===== src/rtl/codec_loopback_gain_pkg.sv =====
// Shared constants and types for the codec loopback gain stage.
// The optional clip counter is enabled by defining LOOPBACK_CLIP_CNT_EN.
package codec_pkg;

  localparam int DW    = 16;
  localparam int GW    = 8;
  localparam int GFRAC = 6;

  // Product width: signed sample times a zero-extended (signed) gain.
  localparam int PW = DW + GW + 1;

  localparam int L_MSB = 2*DW - 1;
  localparam int L_LSB = DW;
  localparam int R_MSB = DW - 1;
  localparam int R_LSB = 0;

  localparam int SAT_MAX = (1 << (DW-1)) - 1;
  localparam int SAT_MIN = -(1 << (DW-1));

  typedef enum logic [1:0] {
    IDLE = 2'd0,
    MUL  = 2'd1,
    SAT  = 2'd2,
    WR   = 2'd3
  } state_t;

endpackage


===== src/rtl/codec_loopback_gain_if.sv =====
// FIFO-side bus of the loopback gain stage: ADC FIFO read port and DAC FIFO write port.
// Handshake: adc_fifo_out is valid while !adc_fifo_empty and a word is consumed on the
// clock edge where rd_adc_fifo is high; a word is accepted by the DAC FIFO on the edge
// where wr_dac_fifo is high, which is only ever raised while !dac_fifo_full.
interface codec_loopback_gain_if #(
  parameter int DW = codec_pkg::DW
);
  logic            adc_fifo_empty;
  logic [2*DW-1:0] adc_fifo_out;
  logic            rd_adc_fifo;
  logic            dac_fifo_full;
  logic            wr_dac_fifo;
  logic [2*DW-1:0] dac_fifo_in;

  modport master (
    input  adc_fifo_empty, adc_fifo_out, dac_fifo_full,
    output rd_adc_fifo, wr_dac_fifo, dac_fifo_in
  );

  modport slave (
    output adc_fifo_empty, adc_fifo_out, dac_fifo_full,
    input  rd_adc_fifo, wr_dac_fifo, dac_fifo_in
  );
endinterface


===== src/rtl/codec_loopback_gain_chan_gain_sat.sv =====
// One channel of the gain stage: registered signed multiply, floor shift by GFRAC,
// and clamp to the DW-bit signed range with a clip flag.
module chan_gain_sat
  import codec_pkg::*;
(
  input  logic          clk,
  input  logic          reset,
  input  logic          mul_en,
  input  logic [DW-1:0] sample,
  input  logic [GW-1:0] gain,
  output logic [DW-1:0] sat_out,
  output logic          clip
);

  localparam logic signed [PW-1:0] MAX_P = PW'(SAT_MAX);
  localparam logic signed [PW-1:0] MIN_P = PW'(SAT_MIN);

  logic signed [PW-1:0] p_d, p_q;
  logic signed [PW-1:0] s;

  always_comb begin
    p_d = p_q;
    if (mul_en) begin
      p_d = PW'($signed(sample)) * PW'($signed({1'b0, gain}));
    end
  end

  // Arithmetic shift rounds toward minus infinity, which is the intended floor.
  always_comb begin
    s = p_q >>> GFRAC;
    clip = 1'b0;
    sat_out = s[DW-1:0];
    if (s > MAX_P) begin
      sat_out = MAX_P[DW-1:0];
      clip = 1'b1;
    end else if (s < MIN_P) begin
      sat_out = MIN_P[DW-1:0];
      clip = 1'b1;
    end
  end

  always_ff @(posedge clk or negedge reset) begin
    if (!reset) p_q <= '0;
    else        p_q <= p_d;
  end

endmodule


===== src/rtl/codec_loopback_gain.sv =====
// Line-in to headphone loopback: pops a stereo sample from the ADC FIFO, applies a
// per-channel saturating gain and pushes it to the DAC FIFO. Clip counter: LOOPBACK_CLIP_CNT_EN.
module codec_loopback_gain
  import codec_pkg::*;
(
  input  logic                  clk,
  input  logic                  reset,
  input  logic                  enable,
  input  logic                  bypass,
  input  logic [GW-1:0]         gain_l,
  input  logic [GW-1:0]         gain_r,
  codec_loopback_gain_if.master fifo,
  output logic                  busy,
  output logic                  sample_done_tick,
  output logic [15:0]           clip_cnt,
  output state_t                state_dbg
);

  state_t          state_d, state_q;
  logic [2*DW-1:0] in_d, in_q;
  logic [GW-1:0]   gl_d, gl_q, gr_d, gr_q;
  logic [2*DW-1:0] dac_d, dac_q;
  logic            rd, wr, mul_en;
  logic [DW-1:0]   sat_l, sat_r;
  logic            clip_l, clip_r;

  assign rd     = (state_q == IDLE) && enable && !fifo.adc_fifo_empty;
  assign wr     = (state_q == WR) && !fifo.dac_fifo_full;
  assign mul_en = (state_q == MUL);

  chan_gain_sat u_left (
    .clk     (clk),
    .reset   (reset),
    .mul_en  (mul_en),
    .sample  (in_q[L_MSB:L_LSB]),
    .gain    (gl_q),
    .sat_out (sat_l),
    .clip    (clip_l)
  );

  chan_gain_sat u_right (
    .clk     (clk),
    .reset   (reset),
    .mul_en  (mul_en),
    .sample  (in_q[R_MSB:R_LSB]),
    .gain    (gr_q),
    .sat_out (sat_r),
    .clip    (clip_r)
  );

  always_comb begin
    state_d = state_q;
    in_d    = in_q;
    gl_d    = gl_q;
    gr_d    = gr_q;
    dac_d   = dac_q;
    case (state_q)
      IDLE: if (rd) begin
        in_d    = fifo.adc_fifo_out;
        gl_d    = gain_l;
        gr_d    = gain_r;
        state_d = MUL;
      end
      MUL:  state_d = SAT;
      SAT: begin
        dac_d   = bypass ? in_q : {sat_l, sat_r};
        state_d = WR;
      end
      WR:   if (wr) state_d = IDLE;
      default: state_d = IDLE;
    endcase
  end

  always_ff @(posedge clk or negedge reset) begin
    if (!reset) begin
      state_q <= IDLE;
      in_q    <= '0;
      gl_q    <= '0;
      gr_q    <= '0;
      dac_q   <= '0;
    end else begin
      state_q <= state_d;
      in_q    <= in_d;
      gl_q    <= gl_d;
      gr_q    <= gr_d;
      dac_q   <= dac_d;
    end
  end

`ifdef LOOPBACK_CLIP_CNT_EN
  logic        clip_pend_d, clip_pend_q;
  logic [15:0] clip_cnt_d, clip_cnt_q;

  // The clip decision is latched in SAT and only counted once the sample is written.
  always_comb begin
    clip_pend_d = clip_pend_q;
    clip_cnt_d  = clip_cnt_q;
    if (state_q == SAT) clip_pend_d = !bypass && (clip_l || clip_r);
    if (wr && clip_pend_q && (clip_cnt_q != 16'hFFFF)) clip_cnt_d = clip_cnt_q + 16'd1;
  end

  always_ff @(posedge clk or negedge reset) begin
    if (!reset) begin
      clip_pend_q <= 1'b0;
      clip_cnt_q  <= '0;
    end else begin
      clip_pend_q <= clip_pend_d;
      clip_cnt_q  <= clip_cnt_d;
    end
  end

  assign clip_cnt = clip_cnt_q;
`else
  logic unused_clip;
  assign unused_clip = clip_l | clip_r;
  assign clip_cnt    = '0;
`endif

  assign fifo.rd_adc_fifo = rd;
  assign fifo.wr_dac_fifo = wr;
  assign fifo.dac_fifo_in = dac_q;
  assign busy             = (state_q != IDLE);
  assign sample_done_tick = wr;
  assign state_dbg        = state_q;

endmodule


===== src/flat_wrapper.sv =====
// flat-port wrapper written by rule: the top's interface ports become plain ports
module codec_loopback_gain_flat import codec_pkg::*;
  (clk, reset, enable, bypass, gain_l, gain_r, busy, sample_done_tick, clip_cnt, state_dbg, fifo_adc_fifo_empty, fifo_adc_fifo_out, fifo_dac_fifo_full, fifo_rd_adc_fifo, fifo_wr_dac_fifo, fifo_dac_fifo_in);
  codec_loopback_gain_if fifo_i ();
  input  logic clk;
  input  logic reset;
  input  logic enable;
  input  logic bypass;
  input  logic [GW-1:0] gain_l;
  input  logic [GW-1:0] gain_r;
  output logic busy;
  output logic sample_done_tick;
  output logic [15:0] clip_cnt;
  output state_t state_dbg;
  input wire logic [$bits(fifo_i.adc_fifo_empty)-1:0] fifo_adc_fifo_empty;
  input wire logic [$bits(fifo_i.adc_fifo_out)-1:0] fifo_adc_fifo_out;
  input wire logic [$bits(fifo_i.dac_fifo_full)-1:0] fifo_dac_fifo_full;
  output wire logic [$bits(fifo_i.rd_adc_fifo)-1:0] fifo_rd_adc_fifo;
  output wire logic [$bits(fifo_i.wr_dac_fifo)-1:0] fifo_wr_dac_fifo;
  output wire logic [$bits(fifo_i.dac_fifo_in)-1:0] fifo_dac_fifo_in;
  assign fifo_i.adc_fifo_empty = fifo_adc_fifo_empty;
  assign fifo_i.adc_fifo_out = fifo_adc_fifo_out;
  assign fifo_i.dac_fifo_full = fifo_dac_fifo_full;
  assign fifo_rd_adc_fifo = fifo_i.rd_adc_fifo;
  assign fifo_wr_dac_fifo = fifo_i.wr_dac_fifo;
  assign fifo_dac_fifo_in = fifo_i.dac_fifo_in;
  codec_loopback_gain u_core (.clk(clk), .reset(reset), .enable(enable), .bypass(bypass), .gain_l(gain_l), .gain_r(gain_r), .fifo(fifo_i), .busy(busy), .sample_done_tick(sample_done_tick), .clip_cnt(clip_cnt), .state_dbg(state_dbg));
endmodule

===== config.mk =====
export PLATFORM = sky130hd
export DESIGN_NAME = codec_loopback_gain_flat
export DESIGN_NICKNAME = d
export VERILOG_FILES = /design/src/rtl/codec_loopback_gain_pkg.sv /design/src/rtl/codec_loopback_gain_if.sv /design/src/rtl/codec_loopback_gain_chan_gain_sat.sv /design/src/rtl/codec_loopback_gain.sv /design/src/flat_wrapper.sv
export SDC_FILE = /design/constraint.sdc
export NUM_CORES = 1
export LEC_CHECK = 0
export ABC_AREA = 1
export CELL_PAD_IN_SITES_DETAIL_PLACEMENT = 0
export CELL_PAD_IN_SITES_GLOBAL_PLACEMENT = 2
export CORE_MARGIN = 10
export CORE_UTILIZATION = 32
export DETAILED_ROUTE_END_ITERATION = 6
export PLACE_DENSITY_LB_ADDON = 0.1
export SYNTH_ARGS = -nofsm -noshare
export SYNTH_HDL_FRONTEND = slang
export SYNTH_SLANG_ARGS = --single-unit

===== constraint.sdc =====
create_clock -name clk -period 4.4 [get_ports clk]
set_input_delay 1.32 -clock clk [delete_from_list [all_inputs] [get_ports clk]]
set_output_delay 1.32 -clock clk [all_outputs]
set_load 0.02 [all_outputs]

; ---- Word level (Yosys, flattened, before mapping)
; Cells that the tools add are included.
[totals]
out_inout_bits = 54
elab_cells = 35
reg_bits = 132
input_bits = 54
[op_classes]
order_cmp = 4
muxes = 8
mul = 2
eq_ne = 5
n_reduce_logical = 9
[ops]
columns = cell, count
row1 = 2-to-1 mux 16 bit, 4
row2 = multiplier 16 x 9 -> 25 bit, 2
row3 = "> comparator 19 x 16 -> 1 bit, second input constant", 2
row4 = "< comparator 19 x 16 -> 1 bit, second input constant", 2
row5 = 2-to-1 mux 32 bit, 1
row6 = one-hot mux 2 bit (4 select lines), 1
row7 = "== test 2 bit, second input constant", 2
row8 = 2-to-1 mux 2 bit, 2
row9 = "inequality test 2 bit, second input constant", 2
row10 = AND reduction 2 bit, 2
row11 = logical AND 1 bit, 3
row12 = "== test 2 x 1 -> 1 bit, second input constant", 1
row13 = logical NOT 1 bit, 2
row14 = logical NOT 2 bit, 1
row15 = nonzero test 2 bit, 1

; ---- Longest topological paths before layout
[logic_depth]
word_depth = 5
ltp_mapped = 26
ltp_nobuf = 24

; ---- Hierarchy
; Synthesis repeated with hierarchy kept, for this count alone.
[hier_totals]
cells_unflattened = 2077
area_unflattened_um2 = 15323.4
[by_module_without_submodules]
columns = module, n_inst, area_per_inst_um2, seq_area_each_um2, cells_each
row1 = chan_gain_sat (u_core.u_left), 1, 5890.6, 475.5, 829
row2 = chan_gain_sat (u_core.u_right), 1, 5853.1, 475.5, 829
row3 = codec_loopback_gain, 1, 3579.7, 2052.0, 419

; ---- Worst setup path after synthesis
; Ideal clock, no wire load.
[synth_path]
path_kind = reg2reg
from = register u_core.gr_q[4]
to = register u_core.u_right.p_q[24]
required_time_ns = 4.283
arrival_ns = 4.311
path_slack_ns = -0.028
period_less_slack_ns = 4.428
setup_ns = 0.117
path_buffers = 2
path_stages_with_launch = 21
path_cell_list = dfrtp_1 -> clkbuf_1 -> clkbuf_1 -> nand2_1 -> fa_1 -> inv_1 -> fa_1 -> fa_1 -> inv_1 -> fa_1 -> inv_1 -> ha_1 -> nand2_1 -> nor2_2 -> inv_1 -> nor4_1 -> nand3_1 -> nand2_1 -> nand2_1 -> nand3_1 -> nand2_1
[synth_via]
elab_chain_cells = 1
[synth_lines]
columns = item, line_no
row1 = start: declaration, codec_loopback_gain.sv:21  ; logic [GW-1:0] gl_d, gl_q, gr_d, gr_q;
row2 = start signal: assignment, codec_loopback_gain.sv:85  ; gr_q <= gr_d;
row3 = multiplier 16 x 9 -> 25 bit, codec_loopback_gain_chan_gain_sat.sv:24  ; p_d = PW'($signed(sample)) * PW'($signed({1'b0, gain}));
row4 = end signal: assignment, codec_loopback_gain_chan_gain_sat.sv:44  ; else p_q <= p_d;
row5 = end: declaration, codec_loopback_gain_chan_gain_sat.sv:18  ; logic signed [PW-1:0] p_d, p_q;
; Every way passes these cells.
; A chain may end at the register's enable or synchronous reset.

; ---- Final worst setup path
[layout_path]
from = register u_core.gr_q[2]
to = register u_core.u_right.p_q[21]
; Same word-level chain as after synthesis.

==> qor.txt <==
EDFF count, synth: 0
worst reg2reg setup slack: 140 ps
Setup violations, final: 0
family with the most delay on the worst path: adder cells
# nets final: 2632
Detailed Place HPWL: 39100 µm
Req. time, crit path: 4760 ps
Total GRT Usage: 0.1755
Placed Instances: 2833
root buffer cell: clkbuf_16
Max Cap Viol: 0
synthesis warning total: 0
Starting DRT DRC Count: 479
final slew viol count: 0
Worst-Margin Slew: 1054 ps
Syn-to-layout area delta: 31.70%
worst hold stages: 2
worst min-delay path endpoint: u_core.u_right.p_q[17]
Cells after Synth: 2035
critical path peak fanout: 6
Most used DFF post-synth: dfrtp_1
R2R cell count: 20
worst skew pair latency: 470 ps
Initial Util: 0.3245
die area: 56520 µm²
Ports: 108
Std-Cell Rows: 79
count of buffer and inverter cells on the critical path: 5
worst path cell trace: buf_12 -> nand2_4 -> fa_2 -> fa_1 -> inv_2 -> fa_1 -> inv_2 -> fa_1 -> inv_2 -> ha_4 -> buf_6 -> nand2_4 -> nor2_4 -> nand2_4 -> nor3_4 -> nand3_2 -> nand3_2 -> nand2_2 -> nand3_2 -> nand2_1
Final Cycle Share: 0.9677
largest stage delay on the critical path: 570 ps
Tmin final: 4258 ps
RSZ-0062 raised after global routing: yes
CTS clk-pin slew, worst paths: 60 ps
Synth cell types: 40
grt ovf: 0
reg-to-reg startpoint: u_core.gr_q[2]
DRT antenna net count: 0
Async SR Flop Fraction: 1.000
endpoint class of the critical path: flop
register area share after synthesis: 0.1979
DR vias: 13042
Max transition margin: 0.2974
Fin. Hold Viols: 0
worst path arrival time: 4620 ps
non-filler cells, final: 2899
Horiz. Die Dim: 237.7 µm
Total Wirelength: 48060 µm
I/O Buffers: 91
H-Tree Depth: 4
Setup Skew: 12.22 ps
Top Layer Used: met4
CTS tree: built
Core Box Area: 46750 µm²
worst hold path class: flop to flop
vias in the first global route: 14240
global-route wire length before repair: 77350 µm
hold path start: u_core.u_right.p_q[17]
Yosys reg bits: 120
synthesized area per cell: 7.456 µm²
crit start category: flop
Clock Tree Buf Depth: 2
share of layout cells above drive strength 1: 0.2155
pin count of the biggest net entering global routing: 121
gpl congestion: 0.8142
crit path kind: flop to flop
metal3 WL: 826 µm
CTS sink count: 120
DR WL met2: 26600 µm
antenna cells: 0
Mapped Area: 15170 µm²
height of the chip: 237.7 µm
status: complete, no violations
initial antenna violation count: 0
vias per std cell: 4.499
TritonCTS Buffers: 17
routed length on met1: 19310 µm
# DRC: 0
hold_ws: 479.7 ps
Max Fclk: 0.2349 GHz
wire per inst: 16.58 µm
Reg2Reg Capture Point: u_core.u_right.p_q[21]
first drt pass iteration count: 5
critical path's slowest cell: fa_1
==> cells in the mapped netlist (6+ instances only) <==
| library cell | instances | area (µm²) |
|---|---|---|
| nand2_1 | 609 | 2286 |
| inv_1 | 531 | 1993 |
| fa_1 | 202 | 4044 |
| dfrtp_1 | 120 | 3003 |
| ha_1 | 97 | 1214 |
| o21ai_0 | 74 | 370.4 |
| clkbuf_1 | 67 | 251.5 |
| nand3_1 | 52 | 260.3 |
| nor2_1 | 45 | 168.9 |
| a21oi_1 | 44 | 220.2 |
| o211ai_1 | 30 | 225.2 |
| buf_4 | 20 | 150.1 |
| xnor2_1 | 19 | 166.4 |
| nand2_2 | 17 | 106.4 |
| buf_1 | 11 | 41.29 |
| buf_2 | 11 | 55.05 |
| nor3_1 | 11 | 55.05 |
| o21ai_1 | 9 | 45.04 |
| nand4_1 | 8 | 50.05 |
| a31oi_1 | 6 | 37.54 |
==> cell usage in the layout, fill, tap and decap left out, types with 5 or more instances in the layout <==
| master | count |
|---|---|
| nand2_1 | 564 |
| inv_1 | 502 |
| buf_4 | 202 |
| fa_1 | 194 |
| dfrtp_1 | 92 |
| clkdlybuf4s50_1 | 90 |
| ha_1 | 66 |
| o21ai_0 | 62 |
| nand3_1 | 45 |
| nand2_2 | 41 |
| nor2_1 | 33 |
| o211ai_1 | 30 |
| ha_4 | 30 |
| inv_2 | 29 |
| dfrtp_2 | 28 |
| a21oi_1 | 26 |
| nand2_4 | 25 |
| clkbuf_16 | 20 |
| o21ai_1 | 18 |
| xnor2_1 | 17 |
| a21oi_2 | 16 |
| conb_1 | 16 |
| buf_12 | 16 |
| buf_6 | 11 |
| nor2_4 | 9 |
| nand4_1 | 8 |
| fa_2 | 8 |
| nand3_2 | 7 |
| nor2_2 | 7 |
| inv_6 | 6 |
| nand3b_1 | 5 |
==> worst register-to-register path, delay by kind of cell (launching register included) <==
family        cells  cell delay (ps)
simple gates     10              950
fa+ha+maj         5             2420
buf+inv           5              370
flops             1              420
==> worst max-delay path by stage <==
stage	start	to	depth (start not counted)
5_1_grt	u_core.gr_q[4]	u_core.u_right.p_q[24]	19
3_5_place_dp	u_core.gr_q[2]	u_core.u_right.p_q[21]	19
2_1_floorplan	u_core.gr_q[5]	u_core.u_right.p_q[24]	20
6_report	u_core.gr_q[2]	u_core.u_right.p_q[21]	20
4_1_cts	u_core.gr_q[3]	u_core.u_right.p_q[23]	22
3_3_place_gp	u_core.gr_q[2]	u_core.u_right.p_q[21]	19
==> routing by layer <==
metal	vias up	GRT usage
li1	6403	-
met1	6438	0.1911
met2	137	0.3404
met3	64	0.02164
met4	0	0.06234
met5	-	0
==> sequential cells by signal (all words and copies together) (netlist names) <==
register,flops
u_core.fifo.dac_fifo_in,32
u_core.in_q,32
u_core.u_left.p_q,19
u_core.u_right.p_q,19
u_core.gl_q,8
u_core.gr_q,8
u_core.state_dbg,2
==> stage by stage <==
stage          utilization  setup WS [ps]  cell area (µm²)  TNS, ps
6_report            0.4274          142.0            19980        0
3_3_place_gp        0.3851         -332.1            18000    -3565
2_1_floorplan            -          8.874            15230        0
4_1_cts             0.3999         -46.31            18700   -112.4
3_5_place_dp        0.3851         -364.8            18000    -3621
5_1_grt             0.4274         -69.53            19980   -313.8
==> what timing repair did <==
item | in CTS | in global routing
resized for setup | 24 | 246
pin swaps | 2 | 131
hold buffers | 0 | 0
setup buffers | 4 | 27
gates cloned | 0 | 3
setup endpoints to repair | 31 | 33
==> kinds of logic after synthesis <==
logic type	count (synthesis)	share of synthesized area
flip-flops	120	0.1979
buffers and inverters	644	0.1667
other	1	0.0002472
AND/OR/NAND/NOR	763	0.2044
adder cells (fa/ha/maj)	299	0.3465
XOR/XNOR	23	0.01328
AO/OA/AOI/OAI	185	0.07092
==> layout make-up <==
type / count / area, µm²
Tap cell: 607 / 759.5
Clock buffer: 17 / 425.4
Fill cell: 4898 / 26770
Multi-Input combinational cell: 1286 / 10680
Inverter: 532 / 1997
Clock inverter: 15 / 141.4
Timing Repair Buffer: 322 / 2937
Sequential cell: 120 / 3038
Power is left out: the tool's default activity adds up to more than one toggle a clock period on the data nets, which glitch-free logic cannot reach.
